$ cat src/rtl/bch_syndrome_unit_pkg.sv
// ============================================================================
// Module      : bch_syndrome_unit_pkg
// Description : Shared types, per-code constants and GF(2^m) helpers for the
//               BCH syndrome unit (fields m=6, m=8, m=10).
// Revision    : 1.0 - initial release
// ============================================================================
`default_nettype none

package bch_syndrome_unit_pkg;

    localparam int SYN_W = 10;   // widest field element (m=10)
    localparam int CNT_W = 8;    // beat counter width

    typedef logic [SYN_W-1:0] syn_t;

    typedef enum logic [1:0] {
        CODE_63   = 2'd0,
        CODE_255  = 2'd1,
        CODE_1023 = 2'd2,
        CODE_BAD  = 2'd3
    } code_e;

    localparam int M_63   = 6;
    localparam int M_255  = 8;
    localparam int M_1023 = 10;

    localparam int T_63   = 2;
    localparam int T_255  = 2;
    localparam int T_1023 = 4;

    localparam logic [CNT_W-1:0] BEATS_63   = 8'd8;
    localparam logic [CNT_W-1:0] BEATS_255  = 8'd32;
    localparam logic [CNT_W-1:0] BEATS_1023 = 8'd128;

    // Primitive polynomials with the x^m term dropped (it is implied by the shift).
    localparam syn_t POLY_M6  = 10'h003;   // x^6 + x + 1
    localparam syn_t POLY_M8  = 10'h01D;   // x^8 + x^4 + x^3 + x^2 + 1
    localparam syn_t POLY_M10 = 10'h009;   // x^10 + x^3 + 1

    function automatic int code_t(input code_e c);
        int r;
        case (c)
            CODE_63:   r = T_63;
            CODE_255:  r = T_255;
            CODE_1023: r = T_1023;
            default:   r = 0;
        endcase
        return r;
    endfunction

    // Illegal code has no valid length, so any count mismatches it.
    function automatic logic [CNT_W-1:0] code_beats(input code_e c);
        logic [CNT_W-1:0] r;
        case (c)
            CODE_63:   r = BEATS_63;
            CODE_255:  r = BEATS_255;
            CODE_1023: r = BEATS_1023;
            default:   r = '0;
        endcase
        return r;
    endfunction

    function automatic syn_t gf_field_mask(input int m);
        return (syn_t'(1) << m) - syn_t'(1);
    endfunction

    function automatic syn_t gf_poly(input int m);
        syn_t r;
        case (m)
            6:       r = POLY_M6;
            8:       r = POLY_M8;
            default: r = POLY_M10;
        endcase
        return r;
    endfunction

    // Multiply by alpha (= x) once, reducing modulo the field polynomial.
    function automatic syn_t gf_mulx(input syn_t a, input int m);
        syn_t r;
        logic msb;
        msb = |(a & (syn_t'(1) << (m - 1)));
        r   = (a << 1) & gf_field_mask(m);
        if (msb) begin
            r = r ^ gf_poly(m);
        end
        return r;
    endfunction

    // Multiply by the constant alpha^n; n is always elaboration-constant here.
    function automatic syn_t gf_mul_apow(input syn_t a, input int n, input int m);
        syn_t r;
        r = a;
        for (int i = 0; i < n; i++) begin
            r = gf_mulx(r, m);
        end
        return r;
    endfunction

    // Squaring is linear in GF(2^m): Horner evaluation in y = alpha^2.
    function automatic syn_t gf_square(input syn_t a, input int m);
        syn_t acc;
        acc = '0;
        for (int i = SYN_W - 1; i >= 0; i--) begin
            acc = gf_mulx(gf_mulx(acc, m), m) ^ syn_t'(a[i]);
        end
        return acc;
    endfunction

endpackage : bch_syndrome_unit_pkg

`default_nettype wire

$ cat src/rtl/bch_syn_slice.sv
// ============================================================================
// Module      : bch_syn_slice
// Description : One odd-syndrome accumulator S_K. Each beat folds DW hard bits
//               into S_K by Horner's rule over the field chosen by i_code.
// Revision    : 1.0 - initial release
// ============================================================================
`default_nettype none

module bch_syn_slice
    import bch_syndrome_unit_pkg::*;
#(
    parameter int K  = 1,
    parameter int DW = 8
) (
    input  logic          i_clk,
    input  logic          i_rst_n,
    input  code_e         i_code,
    input  logic          i_wen,
    input  logic          i_clear,
    input  logic [DW-1:0] i_data,
    output syn_t          o_s
);

    // S5/S7 only exist for the 4-error code; they sit at zero otherwise.
    localparam bit HIGH_ONLY = (K > 4);

    syn_t r_s;
    syn_t w_base;
    syn_t w_n6;
    syn_t w_n8;
    syn_t w_n10;
    syn_t w_next;

    // s*alpha^(DW*K) + sum d[j]*alpha^(j*K), evaluated MSB first.
    function automatic syn_t step(input syn_t s, input logic [DW-1:0] d, input int m);
        syn_t acc;
        acc = s;
        for (int j = DW - 1; j >= 0; j--) begin
            acc = gf_mul_apow(acc, K, m) ^ syn_t'(d[j]);
        end
        return acc;
    endfunction

    // Next-state: three fixed-field networks, selected by the code.
    always_comb begin
        w_base = i_clear ? '0 : r_s;
        w_n6   = step(w_base, i_data, M_63);
        w_n8   = step(w_base, i_data, M_255);
        w_n10  = step(w_base, i_data, M_1023);
        case (i_code)
            CODE_63:   w_next = HIGH_ONLY ? '0 : w_n6;
            CODE_255:  w_next = HIGH_ONLY ? '0 : w_n8;
            CODE_1023: w_next = w_n10;
            default:   w_next = HIGH_ONLY ? '0 : w_base;
        endcase
    end

    // Syndrome register; only beats move it, so it holds between frames.
    always_ff @(posedge i_clk or negedge i_rst_n) begin
        if (!i_rst_n) begin
            r_s <= '0;
        end else if (i_wen) begin
            r_s <= w_next;
        end
    end

    assign o_s = r_s;

endmodule : bch_syn_slice

`default_nettype wire

$ cat src/rtl/bch_syndrome_unit.sv
// ============================================================================
// Module      : bch_syndrome_unit
// Description : Odd-syndrome accumulator for BCH(63,51), (255,239), (1023,983).
//               Counts beats, detects frame end on the falling edge of i_wen,
//               flags wrong-length frames and pulses early-stop when clean.
//               Optional macro EVEN_SYNDROME_EN adds S2/S4/S6/S8 outputs.
// Revision    : 1.0 - initial release
// ============================================================================
`default_nettype none

module bch_syndrome_unit
    import bch_syndrome_unit_pkg::*;
#(
    parameter int DW = 8,
    parameter int SW = SYN_W
) (
    input  logic          i_clk,
    input  logic          i_rst_n,
    input  logic [1:0]    i_code,
    input  logic          i_clear_and_wen,
    input  logic          i_wen,
    input  logic [DW-1:0] i_data,
    output logic [SW-1:0] o_s1,
    output logic [SW-1:0] o_s3,
    output logic [SW-1:0] o_s5,
    output logic [SW-1:0] o_s7,
`ifdef EVEN_SYNDROME_EN
    output logic [SW-1:0] o_s2,
    output logic [SW-1:0] o_s4,
    output logic [SW-1:0] o_s6,
    output logic [SW-1:0] o_s8,
`endif
    output logic          o_done,
    output logic          o_early_stop_pulse,
    output logic          o_frame_err
);

    code_e            w_code;
    logic             w_clear;
    logic [DW-1:0]    w_data;
    syn_t             w_syn [4];
    logic [CNT_W-1:0] r_cnt;
    logic [CNT_W-1:0] w_exp;
    logic             r_wen_d;
    logic             w_frame_end;
    logic             w_cnt_ok;
    logic             w_wide;
    logic             w_syn_zero;
    logic             r_done;
    logic             r_early;
    logic             r_err;

    assign w_code  = code_e'(i_code);
    assign w_clear = i_wen & i_clear_and_wen;

    // The 63-bit code is carried in 64 bits; the first beat's top bit is padding.
    always_comb begin
        w_data = i_data;
        if (w_code == CODE_63 && w_clear) begin
            w_data[DW-1] = 1'b0;
        end
    end

    for (genvar gi = 0; gi < 4; gi++) begin : g_slice
        bch_syn_slice #(
            .K  (2 * gi + 1),
            .DW (DW)
        ) u_slice (
            .i_clk   (i_clk),
            .i_rst_n (i_rst_n),
            .i_code  (w_code),
            .i_wen   (i_wen),
            .i_clear (w_clear),
            .i_data  (w_data),
            .o_s     (w_syn[gi])
        );
    end

    assign w_exp       = code_beats(w_code);
    assign w_wide      = (code_t(w_code) > 2);
    assign w_frame_end = r_wen_d & ~i_wen;
    assign w_cnt_ok    = (w_code != CODE_BAD) && (r_cnt == w_exp);
    assign w_syn_zero  = (w_syn[0] == '0) && (w_syn[1] == '0) &&
                         (!w_wide || ((w_syn[2] == '0) && (w_syn[3] == '0)));

    // Beat counter: restarts on a clear beat, saturates at all-ones.
    always_ff @(posedge i_clk or negedge i_rst_n) begin
        if (!i_rst_n) begin
            r_cnt <= '0;
        end else if (w_clear) begin
            r_cnt <= CNT_W'(1);
        end else if (i_wen && (r_cnt != {CNT_W{1'b1}})) begin
            r_cnt <= r_cnt + CNT_W'(1);
        end
    end

    // Delayed beat strobe for frame-end detection.
    always_ff @(posedge i_clk or negedge i_rst_n) begin
        if (!i_rst_n) begin
            r_wen_d <= 1'b0;
        end else begin
            r_wen_d <= i_wen;
        end
    end

    // Frame-end status: done/early-stop pulses and the sticky length error.
    always_ff @(posedge i_clk or negedge i_rst_n) begin
        if (!i_rst_n) begin
            r_done  <= 1'b0;
            r_early <= 1'b0;
            r_err   <= 1'b0;
        end else begin
            r_done  <= w_frame_end;
            r_early <= w_frame_end & w_cnt_ok & w_syn_zero;
            if (w_clear) begin
                r_err <= 1'b0;
            end else if (w_frame_end) begin
                r_err <= ~w_cnt_ok;
            end
        end
    end

    assign o_s1               = SW'(w_syn[0]);
    assign o_s3               = SW'(w_syn[1]);
    assign o_s5               = SW'(w_syn[2]);
    assign o_s7               = SW'(w_syn[3]);
    assign o_done             = r_done;
    assign o_early_stop_pulse = r_early;
    assign o_frame_err        = r_err;

`ifdef EVEN_SYNDROME_EN
    syn_t r_s2;
    syn_t r_s4;
    syn_t r_s6;
    syn_t r_s8;
    syn_t w_s2;
    syn_t w_s4;
    syn_t w_s6;
    syn_t w_s8;

    function automatic syn_t sq_sel(input syn_t a, input code_e c);
        syn_t r;
        case (c)
            CODE_63:   r = gf_square(a, M_63);
            CODE_255:  r = gf_square(a, M_255);
            CODE_1023: r = gf_square(a, M_1023);
            default:   r = '0;
        endcase
        return r;
    endfunction

    // Even syndromes follow from the odd ones by repeated squaring.
    always_comb begin
        w_s2 = sq_sel(w_syn[0], w_code);
        w_s4 = sq_sel(w_s2, w_code);
        w_s6 = w_wide ? sq_sel(w_syn[1], w_code) : '0;
        w_s8 = w_wide ? sq_sel(w_s4, w_code) : '0;
    end

    // Capture even syndromes on the frame-end cycle so they align with o_done.
    always_ff @(posedge i_clk or negedge i_rst_n) begin
        if (!i_rst_n) begin
            r_s2 <= '0;
            r_s4 <= '0;
            r_s6 <= '0;
            r_s8 <= '0;
        end else if (w_frame_end) begin
            r_s2 <= w_s2;
            r_s4 <= w_s4;
            r_s6 <= w_s6;
            r_s8 <= w_s8;
        end
    end

    assign o_s2 = SW'(r_s2);
    assign o_s4 = SW'(r_s4);
    assign o_s6 = SW'(r_s6);
    assign o_s8 = SW'(r_s8);
`endif

endmodule : bch_syndrome_unit

`default_nettype wire

$ cat config.mk
export PLATFORM = sky130hd
export DESIGN_NAME = bch_syndrome_unit
export DESIGN_NICKNAME = d
export VERILOG_FILES = /design/src/rtl/bch_syndrome_unit_pkg.sv /design/src/rtl/bch_syn_slice.sv /design/src/rtl/bch_syndrome_unit.sv
export SDC_FILE = /design/constraint.sdc
export NUM_CORES = 1
export LEC_CHECK = 0
export CORE_MARGIN = 2
export CORE_UTILIZATION = 45
export CTS_CLUSTER_DIAMETER = 120
export CTS_CLUSTER_SIZE = 10
export DETAILED_ROUTE_END_ITERATION = 10
export GPL_TIMING_DRIVEN = 0
export HOLD_SLACK_MARGIN = 0.03
export PLACE_DENSITY = 0.71
export SLEW_MARGIN = 10
export SYNTH_ARGS = -nofsm -noshare
export SYNTH_HDL_FRONTEND = slang
export SYNTH_HIERARCHICAL = 1
export SYNTH_SLANG_ARGS = --single-unit
$ cat constraint.sdc
create_clock -name i_clk -period 2.04 [get_ports i_clk]
set_input_delay 0.408 -clock i_clk [delete_from_list [all_inputs] [get_ports i_clk]]
set_output_delay 0.408 -clock i_clk [all_outputs]
set_load 0.01 [all_outputs]
# Word level (Yosys, flattened, before mapping)
# Cells that the tools add are included.
# Widths: inputs -> output; s select.
classes:
  addsub: 1
  magnitude_cmp: 1
  n_eq_ne: 5
  n_mux: 399
  bitwise: 262
  n_reduce_logical: 16
ops:
  columns: ["op", "n"]
  rows:
  - ["$mux 10", 270]
  - ["$xor 10x10->10", 128]
  - ["$mux 8", 62]
  - ["$mux 6", 60]
  - ["$xor 10x1->10", 36]
  - ["$xor 8x8->8", 30]
  - ["$xor 6x6->6", 30]
  - ["$xor 8x1->8", 14]
  - ["$xor 6x1->6", 14]
  - ["$pmux 10 s3", 2]
  - ["$logic_not 10->1", 4]
  - ["$gt 32x3->1 const B", 1]
  - ["$pmux 8 s3", 1]
  - ["$xor 6x10->10", 2]
  - ["$xor 8x10->10", 2]
  - ["$add 8x1->8 const B", 1]
  - ["$eq 8x8->1", 1]
  - ["$ne 8x8->1 const B", 1]
  - ["$logic_and 1x1->1", 6]
  - ["$pmux 3 s2", 1]
  - ["$and 1x1->1", 4]
  - ["$reduce_bool 2->1", 2]
  - ["$mux 1", 3]
  - ["$eq 2x1->1 const B", 1]
  - ["7 further kinds", 8]
totals:
  ff_bits: 52
  input_bits: 14
  output_inout_bits: 43
  word_cells: 693

# Logic depth before layout (Yosys ltp)
# Gate-level depths: netlist (run 1).
logic_depth:
  ltp_word: 179
  mapped_depth: 9
  mapped_depth_nobuf: 9

# Modules after synthesis
# The synthesis (run 1) kept the hierarchy.
modules_own_cells:
  columns: ["mod", "instances", "cells_each", "area_per_inst_um2", "seq_area_each_um2"]
  rows:
  - ["bch_syn_slice at g_slice[1].u_slice", 1, 203, 1888.1, 250.2]
  - ["bch_syn_slice at g_slice[0].u_slice", 1, 142, 1262.5, 250.2]
  - ["bch_syn_slice at g_slice[3].u_slice", 1, 101, 947.2, 250.2]
  - ["bch_syn_slice at g_slice[2].u_slice", 1, 84, 838.3, 250.2]
  - ["bch_syndrome_unit", 1, 75, 724.4, 300.3]

# Worst setup path before layout (run 1)
# Ideal clock, no wire load.
synth_path:
  kind: "input port to flip-flop"
  startpoint: "input port i_clear_and_wen"
  endpoint: "register g_slice[1].u_slice.r_s[3]"
  setup_ns: 0.126
  arrival_ns: 2.496
  required_ns: 1.914
  path_slack_ns: -0.582
  cell_stages: 9
  n_path_buf: 1
  path_cell_list: "nand2_1 > o31a_1 > buf_6 > xnor2_2 > xor2_1 > xnor2_1 > xnor3_1 > xnor2_1 > a221o_1"
synth_between:
  elab_cells_between_ends: 173
  classes_between: "75 x mux; 97 x bitwise; 1 x reduce/logical"
synth_lines:
  columns: ["item", "line", "rtl"]
  rows:
  - ["from (decl)", "bch_syndrome_unit.sv:20", "input logic i_clear_and_wen,"]
  - ["$and 1x1->1 *", "bch_syndrome_unit.sv:54", "assign w_clear = i_wen & i_clear_and_wen;"]
  - ["$logic_and 1x1->1 *", "bch_syndrome_unit.sv:59", "if (w_code == CODE_63 && w_clear) begin"]
  - ["$mux 1 *", "bch_syndrome_unit.sv:59", null]
  - ["via w_data[7]", "bch_syndrome_unit.sv:40", "logic [DW-1:0] w_data;"]
  - ["$xor 10x1->10", "bch_syn_slice.sv:39", "acc = gf_mul_apow(acc, K, m) ^ syn_t'(d[j]);"]
  - ["$xor 10x10->10", "bch_syndrome_unit_pkg.sv:84", "r = r ^ gf_poly(m);"]
  - ["$mux 10", "bch_syndrome_unit_pkg.sv:83", "if (msb) begin"]
  - ["$xor 10x10->10", "bch_syndrome_unit_pkg.sv:84", null]
  - ["[... 37 more ...]", null, null]
  - ["$xor 10x10->10 / $xor 10x1->10 (equally long branches)", "bch_syndrome_unit_pkg.sv:84, bch_syn_slice.sv:39", null]
  - ["$mux 10 / $xor 10x10->10 (equally long branches)", "bch_syndrome_unit_pkg.sv:83, bch_syndrome_unit_pkg.sv:84", null]
  - ["$xor 10x10->10 / $mux 10 (equally long branches)", "bch_syndrome_unit_pkg.sv:84, bch_syndrome_unit_pkg.sv:83", null]
  - ["$mux 10", "bch_syndrome_unit_pkg.sv:83", null]
  - ["$xor 10x10->10", "bch_syndrome_unit_pkg.sv:84", null]
  - ["$mux 10", "bch_syndrome_unit_pkg.sv:83", null]
  - ["$xor 10x1->10", "bch_syn_slice.sv:39", null]
  - ["$pmux 10 s3 *", "bch_syn_slice.sv:50", "case (i_code)"]
  - ["to (signal assigned)", "bch_syn_slice.sv:63", "r_s <= w_next;"]
  - ["to (decl)", "bch_syn_slice.sv:27", "syn_t r_s;"]
# Mark *: on every way through the listed nets, which the timed path passes. The rest lies on a longest branch.
# A chain may end at the register's enable or synchronous reset.

# Final worst setup path (run 1)
layout_path:
  startpoint: "register g_slice[1].u_slice.r_s[6]"
  endpoint: "register g_slice[1].u_slice.r_s[2]"
layout_between:
  elab_chain_len: 55
  elab_cells_between_ends: 112
  classes_between: "50 x mux; 62 x bitwise"
layout_rtl:
  columns: ["item", "line", "rtl"]
  rows:
  - ["$mux 10 *", "bch_syn_slice.sv:46", "w_base = i_clear ? '0 : r_s;"]
  - ["$xor 10x10->10", "bch_syndrome_unit_pkg.sv:84", null]
  - ["$mux 10", "bch_syndrome_unit_pkg.sv:83", null]
  - ["$xor 10x10->10", "bch_syndrome_unit_pkg.sv:84", null]
  - ["$mux 10", "bch_syndrome_unit_pkg.sv:83", null]
  - ["$xor 10x10->10", "bch_syndrome_unit_pkg.sv:84", null]
  - ["$mux 10", "bch_syndrome_unit_pkg.sv:83", null]
  - ["$xor 10x1->10", "bch_syn_slice.sv:39", null]
  - ["[... 39 more ...]", null, null]
  - ["$xor 10x1->10", "bch_syn_slice.sv:39", null]
  - ["$mux 10 / $xor 10x10->10 (equally long branches)", "bch_syndrome_unit_pkg.sv:83, bch_syndrome_unit_pkg.sv:84", null]
  - ["$xor 10x10->10 / $mux 10 (equally long branches)", "bch_syndrome_unit_pkg.sv:84, bch_syndrome_unit_pkg.sv:83", null]
  - ["$mux 10 / $xor 10x10->10 (equally long branches)", "bch_syndrome_unit_pkg.sv:83, bch_syndrome_unit_pkg.sv:84", null]
  - ["$xor 10x10->10 / $mux 10 (equally long branches)", "bch_syndrome_unit_pkg.sv:84, bch_syndrome_unit_pkg.sv:83", null]
  - ["$mux 10", "bch_syndrome_unit_pkg.sv:83", null]
  - ["$xor 10x1->10", "bch_syn_slice.sv:39", null]
  - ["$pmux 10 s3 *", "bch_syn_slice.sv:50", null]
# Mark *: on every way between the ends. The rest lies on a longest branch, timed or not.

==> metrics.cfg, run 1 <==
[cts]
htree_levels = 2
cts_sinks = 52
clk_latency_ns = 0.30
clk_path_buf_depth = 2
cts_tree = done
cts_made_buffers = 5
clk_pin_slew_ns = 0.07
cts_hold_buffers = 0
clk_root_buffer_cell = clkbuf_16

[layout]
layout.nets = 747
diodes = 0
fin_cells = 892
final_common_cell = xnor2_1
syn2layout_area_growth_pct = 34.2
utilization_pct = 62.4
drive_gt1_share_pct = 26.2
final_cell_mix = xnor2_1 (90), buf_4 (54), xor2_1 (49)
nFillCells = 973

[critical_path]
crit_fanout = 4
r2r_setup_slack_ns = -0.21
cp-start-kind = flop
cp_slowest_stage_delay_ns = 0.45
crit_chain = buf_6, xor3_1, and3_4, or2_4, xnor3_1, a222oi_1, o21ai_1
path_class = reg -> reg
required_ns = 2.21
end_kind = flop
critPathTopFamily = XOR/XNOR gates
crit_buf_inv = 1
arrival_ns = 2.42
crit_path_top_delay_cell = xor3_1

[global_routing]
grt_pass1_vias = 4910
grt_first_pass_wirelength_mm = 26.3
grt_max_degree = 36
grt_usage_pct = 25.0
grt-ovfl-total = 0
antenna_found_initial = 0

[sta]
worst_hold_slack_ns = 0.0634
period_share_pct = 111
finalHoldViolations = 0
fmax_mhz = 444
drv_slew = 0
setup_ws_ns = -0.214
setup_viol = 9
slew_headroom_pct = 60.5
rsz0062_at_grt = yes
fin_crit_ns = 2.25
tns_ns = -1.19
clock_skew_ns = 0.00836
worstMarginPinSlew_ns = 0.588

[status]
status = finished with violations
violations = negative setup slack

[detailed_routing]
drtPass1Iterations = 5
num_vias = 5016
ant_nets = 0
drt-initial-drc-count = 408
via_per_inst = 5.62
routed_wl_mm = 16.8
drc = 0
routedWlPerCell_um = 18.8

[floorplanning]
die_w_um = 116
die_area_um2 = 13500
ios = 57
initial_core_util_pct = 46.5
die_y_um = 116
num_rows = 40
core-area_um2 = 12200

[synth]
yosysSeqAreaShare_pct = 23.0
syn_area_um2 = 5660
syn_inst = 605
yosysTopAreaCell = dfrtp_1
syn_nets = 629
synthTopCellsByArea = dfrtp_1 (23%), xnor2_1 (17%), xor2_1 (8.7%)
yosysTopAreaCellShare_pct = 23.0
avgSynthCellArea_um2 = 9.36
synth_ff_type = dfrtp_1
ys_async_sr_fraction_pct = 100
ys_types = 79
ys_ff_latch = 52
yosysWarningCount = 6
synth_edf_count = 0

[run]
maxCapViolCount = 0

[placement]
dp_cells = 830
place_congestion = 0.876
dp_hpwl_mm = 10.9
io_buffer_count = 56

[pwr]
ir_drop_mv = 1.01
p_leak_nw = 3.24
report.power.total_mw = 14.0
powerDensity_nw_per_um2 = 1850

[worst_hold_path]
hp-class = in -> async

-- worst register-to-register path, stage by stage (launching register included) --
cell      delay [ns]
dfrtp_1         0.39
buf_6           0.15
xor3_1          0.45
and3_4          0.18
or2_4           0.29
xnor3_1         0.20
a222oi_1        0.38
o21ai_1         0.10
-- logic make-up after synthesis --
| group | after synthesis | synth area share, % |
|---|---|---|
| xor+xnor | 206 | 40.2 |
| simple gates | 151 | 13.8 |
| compound gates | 110 | 13.5 |
| buf+inv | 72 | 6.54 |
| flops | 52 | 23.0 |
| fa+ha+maj | 10 | 2.21 |
| mux | 4 | 0.796 |
-- what timing repair did --
action	4_1_cts	5_1_grt
cloned	2	0
endpoints found under the setup margin	46	25
pin swaps	30	25
setup buffers	33	21
gates resized for setup	93	55
-- stage by stage --
| step | setup WS, ns | cell area, um2 |
|---|---|---|
| 3_5_place_dp | -1.95 | 6520 |
| 6_report | -0.214 | 7590 |
| 3_3_place_gp | -1.93 | 6500 |
| 4_1_cts | -0.139 | 7220 |
| 5_1_grt | -0.307 | 7590 |
| 2_1_floorplan | -0.353 | 5730 |
-- worst paths after layout --
path                                                             from  cells past startpoint                               endpoint
worst max-delay path            g_slice[1].u_slice/o_s[6]$_DFFE_PN0P_                      7  g_slice[1].u_slice/o_s[2]$_DFFE_PN0P_
worst min-delay path                                          i_rst_n                      1  g_slice[3].u_slice/o_s[1]$_DFFE_PN0P_
worst max register to register  g_slice[1].u_slice/o_s[6]$_DFFE_PN0P_                      7  g_slice[1].u_slice/o_s[2]$_DFFE_PN0P_
worst min register to register                      r_wen_d$_DFF_PN0_                      1                       o_done$_DFF_PN0_
max in group asynchronous                                     i_rst_n                      2  g_slice[1].u_slice/o_s[4]$_DFFE_PN0P_
min in group i_clk                                              i_wen                      1                      r_wen_d$_DFF_PN0_
-- cell usage after synthesis, types with 10 or more instances --
master and count:
o22ai_1 19, a21oi_1 14, ha_1 10, dfrtp_1 52
nor4_1 10, nand2_1 26, inv_1 36, o21ai_0 22
xnor2_1 113, xor2_1 56, xnor3_1 18, nor2_1 58
buf_2 12
-- report_power, final --
part / internal [mW] / switching, mW / total (mW) / leakage (nW)
sequential: 1.32 / 0.455 / 1.78 / 0.678
combinational: 6.30 / 5.09 / 11.4 / 2.49
clock: 0.491 / 0.370 / 0.860 / 0.0712
total: 8.11 / 5.91 / 14.0 / 3.24
-- sequential cells by signal (all words and copies together) (netlist names) --
| register | count |
|---|---|
| o_frame_err | 1 |
| o_early_stop_pulse | 1 |
| g_slice.u_slice/o_s | 40 |
| o_done | 1 |
| r_wen_d | 1 |
| r_cnt | 8 |
-- cell type report --
| type | instances | area (um2) | area share [%] |
|---|---|---|---|
| inverter | 36 | 139 | 1.83 |
| multi-input combinational | 481 | 4420 | 58.2 |
| clock buffer | 8 | 146 | 1.93 |
| timing repair inverter | 1 | 7.51 | 0.0989 |
| tap | 168 | 210 | 2.77 |
| buffer | 34 | 282 | 3.71 |
| timing repair buffer | 112 | 1080 | 14.2 |
| sequential | 52 | 1310 | 17.3 |
-- layer usage --
metal  up-vias  track usage (%)  share of wire [%]
li1       2309                -                  -
met1      2446             33.5                 41
met2       216             41.4                 49
met3        45             3.32                6.9
met4         0             9.60                2.7
met5         -                0                  0
No activity file was read; power rests on OpenSTA's default activity.
==> run 2, diff against run 1 <==
--- a/config.mk
+++ b/config.mk
@@ -6,13 +6,13 @@
 export NUM_CORES = 1
 export LEC_CHECK = 0
 export CORE_MARGIN = 2
-export CORE_UTILIZATION = 45
+export CORE_UTILIZATION = 53
 export CTS_CLUSTER_DIAMETER = 120
 export CTS_CLUSTER_SIZE = 10
 export DETAILED_ROUTE_END_ITERATION = 10
 export GPL_TIMING_DRIVEN = 0
 export HOLD_SLACK_MARGIN = 0.03
-export PLACE_DENSITY = 0.71
+export PLACE_DENSITY = 0.81
 export SLEW_MARGIN = 10
 export SYNTH_ARGS = -nofsm -noshare
 export SYNTH_HDL_FRONTEND = slang
==> metrics.cfg, run 2 (same netlist as run 1, synthesis figures left out) <==
[critical_path]
end_kind = flop
r2r_setup_slack_ns = -0.26  ; -0.05 ns
reg2reg_to = g_slice[1].u_slice/o_s[2]$_DFFE_PN0P_
cp-startpoint = i_wen
crit_fanout = 10  ; +6
arrival_ns = 2.51  ; +0.09 ns
crit_path_top_delay_cell = a222oi_1
reg2reg_depth = 7  ; unchanged
reg2reg_from = g_slice[1].u_slice/o_s[6]$_DFFE_PN0P_
crit_buf_inv = 5  ; +4
required_ns = 2.23  ; +0.02 ns
cp_slowest_stage_delay_ns = 0.41  ; -0.04 ns
critPathTopFamily = buffers and inverters
crit_chain = buf_16, nand2_8, buf_12, clkinvlp_4, buf_4, buf_2, nor2_1, xor2_1, xnor2_1, a222oi_1, o21ai_1
cp-start-kind = input port
path_class = in -> reg

[cts]
cts_hold_buffers = 0  ; unchanged
cts_made_buffers = 5  ; unchanged
clk_pin_slew_ns = 0.10  ; +0.03 ns
clk_path_buf_depth = 2  ; unchanged
clk_latency_ns = 0.32  ; +0.02 ns
cts_sinks = 52  ; unchanged
clk_root_buffer_cell = clkbuf_8
cts_tree = done
htree_levels = 2  ; unchanged

[sta]
rsz0062_at_grt = yes
worst_hold_slack_ns = 0.0518  ; -0.0116 ns
fin_crit_ns = 2.32  ; +0.0645 ns
clock_skew_ns = 0.0126  ; +0.00422 ns
finalHoldViolations = 0  ; unchanged
period_share_pct = 114  ; +3.2 points
fmax_mhz = 431  ; -2.8%
slew_headroom_pct = 62.5  ; +1.9 points
setup_viol = 10  ; +1
drv_slew = 0  ; unchanged
worstMarginPinSlew_ns = 0.559  ; -0.0290 ns
setup_ws_ns = -0.279  ; -0.0645 ns

[layout]
final_common_cell = xnor2_1
diodes = 0  ; unchanged
drive_gt1_share_pct = 26.7  ; +0.44 points
layout.nets = 751  ; +0.54%
nFillCells = 665  ; -32%
largest_reg_flops = 40  ; unchanged
syn2layout_area_growth_pct = 33.8
final_cell_mix = xnor2_1 (95), buf_4 (57), xor2_1 (49)

[detailed_routing]
drtPass1Iterations = 6  ; +1
routed_wl_mm = 18.0  ; +7.2%
drt-initial-drc-count = 531  ; +30%
num_vias = 5305  ; +5.8%
via_per_inst = 6.15  ; +9.3%
drc = 0  ; unchanged
ant_nets = 0  ; unchanged
routedWlPerCell_um = 20.9  ; +11%

[pwr]
report.power.total_mw = 14.0  ; -0.26%
pwr-share-clk_pct = 4.6  ; -1.5 points
ir_drop_mv = 0.962  ; -4.3%
swShare_pct = 43.4  ; +1.2 points
comb_power_share_pct = 82.4  ; +1.2 points
seq_power_share_pct = 13.0  ; +0.3 points
p_leak_nw = 3.25  ; +0.14%
switchingPower_mw = 6.07  ; +2.7%
cell_internal_pwr_mw = 7.92  ; -2.4%
powerDensity_nw_per_um2 = 1850  ; about the same

[placement]
post-place-ws_ns = -1.89  ; +0.0632 ns
dp_hpwl_mm = 10.8  ; -1.2%
io_buffer_count = 56  ; unchanged
place_congestion = 0.915  ; +4.4%

[global_routing]
grt_pass1_vias = 5001  ; +1.9%
antenna_found_initial = 0  ; unchanged
grt-ovfl-total = 0  ; unchanged
grt_max_degree = 34  ; -5.6%
grt_usage_pct = 28.7  ; +3.7 points
grt_first_pass_wirelength_mm = 25.8  ; -1.7%

[run]
maxCapViolCount = 0  ; unchanged

[status]
violations = negative setup slack
status = finished with violations

[floorplanning]
num_rows = 37  ; -7.5%
initial_core_util_pct = 54.6  ; +8.0 points
core-area_um2 = 10400  ; -15%
ios = 57  ; unchanged
die_y_um = 107  ; -7.6%
die_area_um2 = 11500  ; -15%
die_w_um = 107  ; -7.6%

[worst_hold_path]
hp-class = in -> async

-- run 2: cell type report --
type                       count  area [um2]  share of cell area (%)
tap                          136         170                    2.25
multi-input combinational    481        4430                    58.5
clock buffer                   7        96.3                    1.27
timing repair buffer         118        1150                    15.2
buffer                        32         262                    3.45
sequential                    52        1310                    17.3
timing repair inverter         1        7.51                  0.0991
inverter                      36         139                    1.83
-- run 2: worst max path at each step --
stage / end / slack [ns] / cells past startpoint
after floorplan: g_slice[1].u_slice/o_s[3]$_DFFE_PN0P_ / -0.35 / 9
after global placement: g_slice[1].u_slice/o_s[2]$_DFFE_PN0P_ / -1.82 / 10
after detailed placement: g_slice[1].u_slice/o_s[2]$_DFFE_PN0P_ / -1.89 / 10
after CTS: g_slice[1].u_slice/o_s[2]$_DFFE_PN0P_ / -0.12 / 7
after global routing: g_slice[1].u_slice/o_s[5]$_DFFE_PN0P_ / -0.30 / 11
final: g_slice[1].u_slice/o_s[5]$_DFFE_PN0P_ / -0.28 / 11
-- run 2: per-stage QoR --
step / instance area [um2] / std cells / utilization (%) / TNS (ns)
after floorplan: 5730 / 605 / - / -1.66
after global placement: 6460 / 797 / 62.3 / -105.93
after detailed placement: 6480 / 798 / 62.5 / -57.28
after CTS: 7160 / 842 / 69.0 / -0.579
after global routing: 7570 / 863 / 73.0 / -1.81
final: 7570 / 863 / 73.0 / -1.37
-- run 2: what timing repair did --
action,CTS,global route
endpoints found under the setup margin,45,20
cloned,2,0
endpoints found under the hold margin,0,0
pin swaps,27,40
gates resized for setup,90,58
setup buffers,37,23
-- run 2: per-layer routing --
layer / vias to the layer above / track usage, % / wire [um]
met5: - / 0 / 0
met4: 0 / 12.5 / 940
met3: 97 / 4.48 / 1430
met2: 345 / 48.1 / 8620
met1: 2557 / 36.8 / 7030
li1: 2306 / - / -
-- run 2: worst reg2reg max path, delay by kind of cell, from the launching register on --
family	cells	cell delay, ns
AO/OA/AOI/OAI	2	0.44
XOR/XNOR	3	0.97
buffers and inverters	1	0.15
flip-flops	1	0.41
AND/OR/NAND/NOR	1	0.21
-- run 2: power groups by stage --
| stage | clock network, mW | registers, mW | logic [mW] |
|---|---|---|---|
| floorplan | 0 | 1.78 | 7.31 |
| global placement | 0 | 1.75 | 8.86 |
| detailed placement | 0 | 1.77 | 9.08 |
| CTS | 0.654 | 1.75 | 10.1 |
| global route | 0.699 | 1.87 | 12.1 |
| finish | 0.644 | 1.82 | 11.5 |
==> run 3, diff against run 2 <==
--- a/config.mk
+++ b/config.mk
@@ -13,6 +13,7 @@
 export GPL_TIMING_DRIVEN = 0
 export HOLD_SLACK_MARGIN = 0.03
 export PLACE_DENSITY = 0.81
+export REMOVE_ABC_BUFFERS = 1
 export SLEW_MARGIN = 10
 export SYNTH_ARGS = -nofsm -noshare
 export SYNTH_HDL_FRONTEND = slang
==> metrics.cfg, run 3 (same netlist as run 1, synthesis figures left out) <==
[status]
status = finished with violations
violations = negative setup slack

[worst_hold_path]
hp-class = in -> async

[sta]
fin_crit_ns = 2.24  ; -0.0793 ns
drv_slew = 0  ; unchanged
setup_ws_ns = -0.200  ; +0.0793 ns
worstMarginPinSlew_ns = 0.841  ; +0.282 ns
period_share_pct = 110  ; -3.9 points
slew_headroom_pct = 43.9  ; -19 points
setup_viol = 11  ; +1
clock_skew_ns = 0.00849  ; -0.00409 ns
rsz0062_at_grt = yes
finalHoldViolations = 0  ; unchanged
fmax_mhz = 447  ; +3.5%

[run]
maxCapViolCount = 0  ; unchanged

[layout]
drive_gt1_share_pct = 22.6  ; -4.0 points
final_cell_area_um2 = 7290  ; -3.8%
layout.nets = 712  ; -5.2%
diodes = 0  ; unchanged
final_common_cell = xnor2_1
largest_reg_flops = 40  ; unchanged
final_cell_mix = xnor2_1 (98), nor2_1 (52), xor2_1 (48)
nFillCells = 727  ; +9.3%
syn2layout_area_growth_pct = 28.8

[global_routing]
grt_pass1_vias = 5130  ; +2.6%
grt_max_degree = 43  ; +26%
grt_usage_pct = 30.1  ; +1.4 points
antenna_found_initial = 0  ; unchanged
grt-ovfl-total = 0  ; unchanged
grt_first_pass_wirelength_mm = 27.0  ; +4.6%

[cts]
clk_root_buffer_cell = clkbuf_8
clk_pin_slew_ns = 0.10  ; about the same
cts_sinks = 52  ; unchanged
cts_hold_buffers = 0  ; unchanged
htree_levels = 2  ; unchanged
clk_path_buf_depth = 2  ; unchanged
cts_made_buffers = 5  ; unchanged
cts_tree = done
clk_latency_ns = 0.32  ; about the same

[pwr]
p_leak_nw = 3.06  ; -5.9%
powerDensity_nw_per_um2 = 1830  ; -0.96%
ir_drop_mv = 1.56  ; +62%
report.power.total_mw = 13.3  ; -4.7%

[floorplanning]
die_w_um = 107  ; unchanged
die_area_um2 = 11500  ; unchanged
core-area_um2 = 10400  ; unchanged
ios = 57  ; unchanged
initial_core_util_pct = 54.6  ; unchanged
die_y_um = 107  ; unchanged
num_rows = 37  ; unchanged

[detailed_routing]
drc = 0  ; unchanged
ant_nets = 0  ; unchanged
routed_wl_mm = 17.3  ; -4.0%
via_per_inst = 6.12  ; -0.48%
drt-initial-drc-count = 622  ; +17%
drtPass1Iterations = 5  ; -1
num_vias = 5047  ; -4.9%
routedWlPerCell_um = 21.0  ; +0.42%

[critical_path]
path_class = reg -> reg
required_ns = 2.24  ; about the same
crit_fanout = 4  ; -6
crit_path_top_delay_cell = dfrtp_2
arrival_ns = 2.44  ; -0.07 ns
cp-start-kind = flop
critPathTopFamily = XOR/XNOR gates
cp_slowest_stage_delay_ns = 0.46  ; +0.05 ns
end_kind = flop
crit_chain = buf_12, xor3_1, and3_4, or2_4, xnor3_1, a222oi_1, o21ai_1
crit_buf_inv = 1  ; -4

[placement]
place_congestion = 0.918  ; +0.26%
dpl_cell_area_um2 = 6200  ; -4.3%
io_buffer_count = 56  ; unchanged
dp_hpwl_mm = 9.90  ; -8.4%

run 3: cell count changes in the layout (fill, tap and decap cells not counted), sizes merged:
cell	previous run	this run
buf	91	57
bufinv	0	1
bufbuf	1	4
clkdlybuf4s15	2	1
dlygate4sd2	2	3
dlymetal6s2s	1	0
clkbuf	17	8
clkinv	0	1
clkdlybuf4s50	43	44
run 3: metrics by stage:
stage	util [%]	cells	worst slack (ns)	TNS, ns	hold WS (ns)
floorplan	-	569	-1.59	-30.86	0.112
global placement	59.4	761	-4.76	-217.14	0.529
detailed placement	59.8	763	-2.11	-41.30	0.529
CTS	67.7	815	-0.180	-0.711	0.205
global route	70.3	825	-0.226	-1.68	0.244
finish	70.3	825	-0.200	-1.00	0.185
run 3: worst paths after layout:
| check | from | end | slack [ns] | depth (start not counted) |
|---|---|---|---|---|
| max | g_slice[1].u_slice/o_s[6]$_DFFE_PN0P_ | g_slice[1].u_slice/o_s[2]$_DFFE_PN0P_ | -0.20 | 7 |
| min | i_rst_n | g_slice[1].u_slice/o_s[8]$_DFFE_PN0P_ | 0.19 | 1 |
| max reg2reg | g_slice[1].u_slice/o_s[6]$_DFFE_PN0P_ | g_slice[1].u_slice/o_s[2]$_DFFE_PN0P_ | -0.20 | 7 |
| min reg2reg | r_wen_d$_DFF_PN0_ | o_done$_DFF_PN0_ | 0.56 | 1 |
| max in group asynchronous | i_rst_n | g_slice[0].u_slice/o_s[6]$_DFFE_PN0P_ | 1.25 | 2 |
| min in group i_clk | i_clear_and_wen | r_cnt[4]$_DFFE_PN0P_ | 0.39 | 4 |
run 3: metal layers:
| layer | global-route usage [%] | up-vias | routed length (um) |
|---|---|---|---|
| li1 | - | 2230 | - |
| met1 | 38.3 | 2438 | 6480 |
| met2 | 50.5 | 309 | 8410 |
| met3 | 4.90 | 70 | 1660 |
| met4 | 13.2 | 0 | 754 |
| met5 | 0 | - | 0 |
run 3: worst reg2reg max path: stages (launching register included):
cell,delay [ns]
dfrtp_2,0.46
buf_12,0.15
xor3_1,0.38
and3_4,0.18
or2_4,0.28
xnor3_1,0.22
a222oi_1,0.33
o21ai_1,0.11
run 3: timing repair:
action                                  CTS  global route
gates cloned                              4             0
endpoints found under the setup margin   45            16
resized for setup                        82            40
endpoints found under the hold margin     0             0
buffers inserted                         40            11
pin swaps                                24            23
run 3: layout make-up:
cell class | instances | area [um2] | area share (%)
Clock inverter | 3 | 42.5 | 0.584
Multi-Input combinational cell | 481 | 4350 | 59.7
Clock buffer | 5 | 68.8 | 0.944
Tap cell | 136 | 170 | 2.33
Sequential cell | 52 | 1330 | 18.2
Inverter | 36 | 141 | 1.94
Timing Repair Buffer | 112 | 1190 | 16.3
run 3: where the power goes:
group	switching [mW]	leakage [nW]	internal [mW]	total, mW
Clock	0.376	0.0541	0.364	0.740
Sequential	0.780	0.664	1.34	2.12
Combinational	4.61	2.34	5.86	10.5
==> variant, RTL diff (config.mk and constraints of run 2) <==
`DW` is set to 8 in 2 places; all go to 12.
--- a/src/rtl/bch_syn_slice.sv
+++ b/src/rtl/bch_syn_slice.sv
@@ -10,7 +10,7 @@
     import bch_syndrome_unit_pkg::*;
 #(
     parameter int K  = 1,
-    parameter int DW = 8
+    parameter int DW = 12
 ) (
     input  logic          i_clk,
     input  logic          i_rst_n,
--- a/src/rtl/bch_syndrome_unit.sv
+++ b/src/rtl/bch_syndrome_unit.sv
@@ -11,7 +11,7 @@
 module bch_syndrome_unit
     import bch_syndrome_unit_pkg::*;
 #(
-    parameter int DW = 8,
+    parameter int DW = 12,
     parameter int SW = SYN_W
 ) (
     input  logic          i_clk,
Interface: changed (resized i_data); port bits go from 57 to 61. No check against the original RTL was run, so the function may have changed too.
==> variant against run 2 <==
  * The flow still finishes with violations (negative setup slack)
  * Sequential cell count unchanged
  * Critical path type unchanged
  * Die area is 16% higher
  * Cell area is 18% higher
  * Wire length increased by 14%
  * Worst setup slack got worse by 0.34 ns
  * Clock skew shrank 0.0079 ns
  * Synthesized area rose by 17%
  * Count of clock-buffer cells in the layout fell by 2
Power is not shown: default switching activity piles up to over one toggle a cycle in this logic, so the estimate is an artifact.
==> variant: results (changes against run 2) <==
Commonest cells post-synth - 243 x xnor2_1, 69 x nor2_1, 52 x dfrtp_1, 50 x xor2_1, 34 x inv_1 (was 113 x xnor2_1, 58 x nor2_1, 56 x xor2_1, 52 x dfrtp_1, 36 x inv_1)
GP Congestion - 0.954 (was 0.915)
First-pass GRT wire length - 29700 um (was 25800 um)
M1 GR Usage - 38.6% (was 36.8%)
Fill count - 799 (was 665)
Final nets - 883 (was 751)
Layout cells sized above 1 - 26.4% (was 26.7%)
Clk_skew - 0.00467 ns (was 0.0126 ns)
1st-iter DRT viols - 510 (was 531)
Worst r2r path cells - 10 (was 7)
Hold slack - 0.0450 ns (was 0.0518 ns)
Synth top area cells - xnor2_1 32%, dfrtp_1 20%, xor2_1 6.6% (was dfrtp_1 23%, xnor2_1 17%, xor2_1 8.7%)
Status - finished with violations (unchanged)
Clk_lat worst skew - 0.30 ns (was 0.32 ns)
I/O Buffers - 60 (was 56)
Setup violators final - 19 (was 10)
Vias in the first global route - 5682 (was 5001)
Largest net degree at the start of global routing - 35 (was 34)
Global routing met3 resource utilization - 4.50% (was 4.48%)
Crit path DAT - 2.84 ns (was 2.51 ns)
Vias per Instance - 5.86 (was 6.15)
Final WS setup - -0.622 ns (was -0.279 ns)
Diodes inserted - 0 (unchanged)
Synthesized net count - 767 (was 629)
Post-detailed-placement half-perimeter wirelength - 12500 um (was 10800 um)
Reg2reg start - g_slice[1].u_slice/o_s[2] (was g_slice[1].u_slice/o_s[6])
Place WS - -2.15 ns (was -1.89 ns)
Violated checks - negative setup slack (unchanged)
GRT met2 Usage - 47.1% (was 48.1%)
Reg2reg setup slack - -0.60 ns (was -0.26 ns)
Overall Global Routing Usage - 28.3% (was 28.7%)
Clk root buf - clkbuf_16 (was clkbuf_8)
RR Endpoint - g_slice[1].u_slice/o_s[0] (was g_slice[1].u_slice/o_s[2])
Yosys cell types - 75 (was 79)
Sequential area share after synthesis - 19.7% (was 23.0%)
## variant: area by class of cell
type	instances	area [um^2]	area share (%)
Buffer	41	387	4.32
Clock buffer	5	125	1.40
Clock inverter	3	25.0	0.280
Inverter	34	131	1.47
Multi-Input combinational cell	607	5660	63.3
Sequential cell	52	1310	14.7
Tap cell	168	210	2.35
Timing Repair Buffer	114	1100	12.3
## variant: worst max-delay path by stage
stage / cells after the start / slack (ns) / endpoint
after global routing: 13 / -0.71 / g_slice[1].u_slice/o_s[3]
after detailed placement: 11 / -2.15 / g_slice[1].u_slice/o_s[3]
after global placement: 11 / -2.13 / g_slice[1].u_slice/o_s[3]
after CTS: 11 / -0.59 / g_slice[1].u_slice/o_s[3]
final: 13 / -0.62 / g_slice[1].u_slice/o_s[3]
after floorplan: 12 / -0.64 / g_slice[1].u_slice/o_s[0]
## variant: cells by family (layout without fill, tap and decap cells)
group                      count (synthesis)  count (layout)  share of synthesized area (%)
muxes                                      1               1                          0.170
AOI/OAI and AO/OA                        105             105                           11.3
DFF                                       52              52                           19.7
buffers and inverters                     80             197                           6.51
adders and majority gates                 10              10                           1.89
xor gates and xnor gates                 319             319                           47.4
and+or+nand+nor                          172             172                           13.1
## variant: worst max-delay path: stages
cell      delay [ns]
buf_16          0.09
nand2_8         0.05
o31a_4          0.38
buf_8           0.14
xnor2_4         0.13
xnor2_1         0.20
xnor3_2         0.33
xnor2_4         0.27
xnor2_4         0.17
xnor2_2         0.14
xnor2_1         0.13
a222oi_1        0.28
o21ai_1         0.12
## variant: what timing repair did
action                                  CTS  global route
gates resized for setup                 130           114
endpoints found under the setup margin   44            34
pin swaps                                40            33
setup buffers                            35            18
## variant: stage by stage
| stage | std cells | utilization, % | instance area [um^2] | TNS, ns |
|---|---|---|---|---|
| CTS | 1010 | 68.7 | 8320 | -4.83 |
| finish | 1024 | 73.9 | 8950 | -5.23 |
| detailed placement | 968 | 62.2 | 7530 | -69.71 |
| floorplan | 739 | - | 6710 | -5.45 |
| global route | 1024 | 73.9 | 8950 | -6.96 |
| global placement | 967 | 62.1 | 7520 | -122.78 |
## variant: layer usage
layer	vias up	part of all wire, %
li1	2667	-
met1	2896	38
met2	355	48
met3	84	9.6
met4	0	3.8
met5	-	0
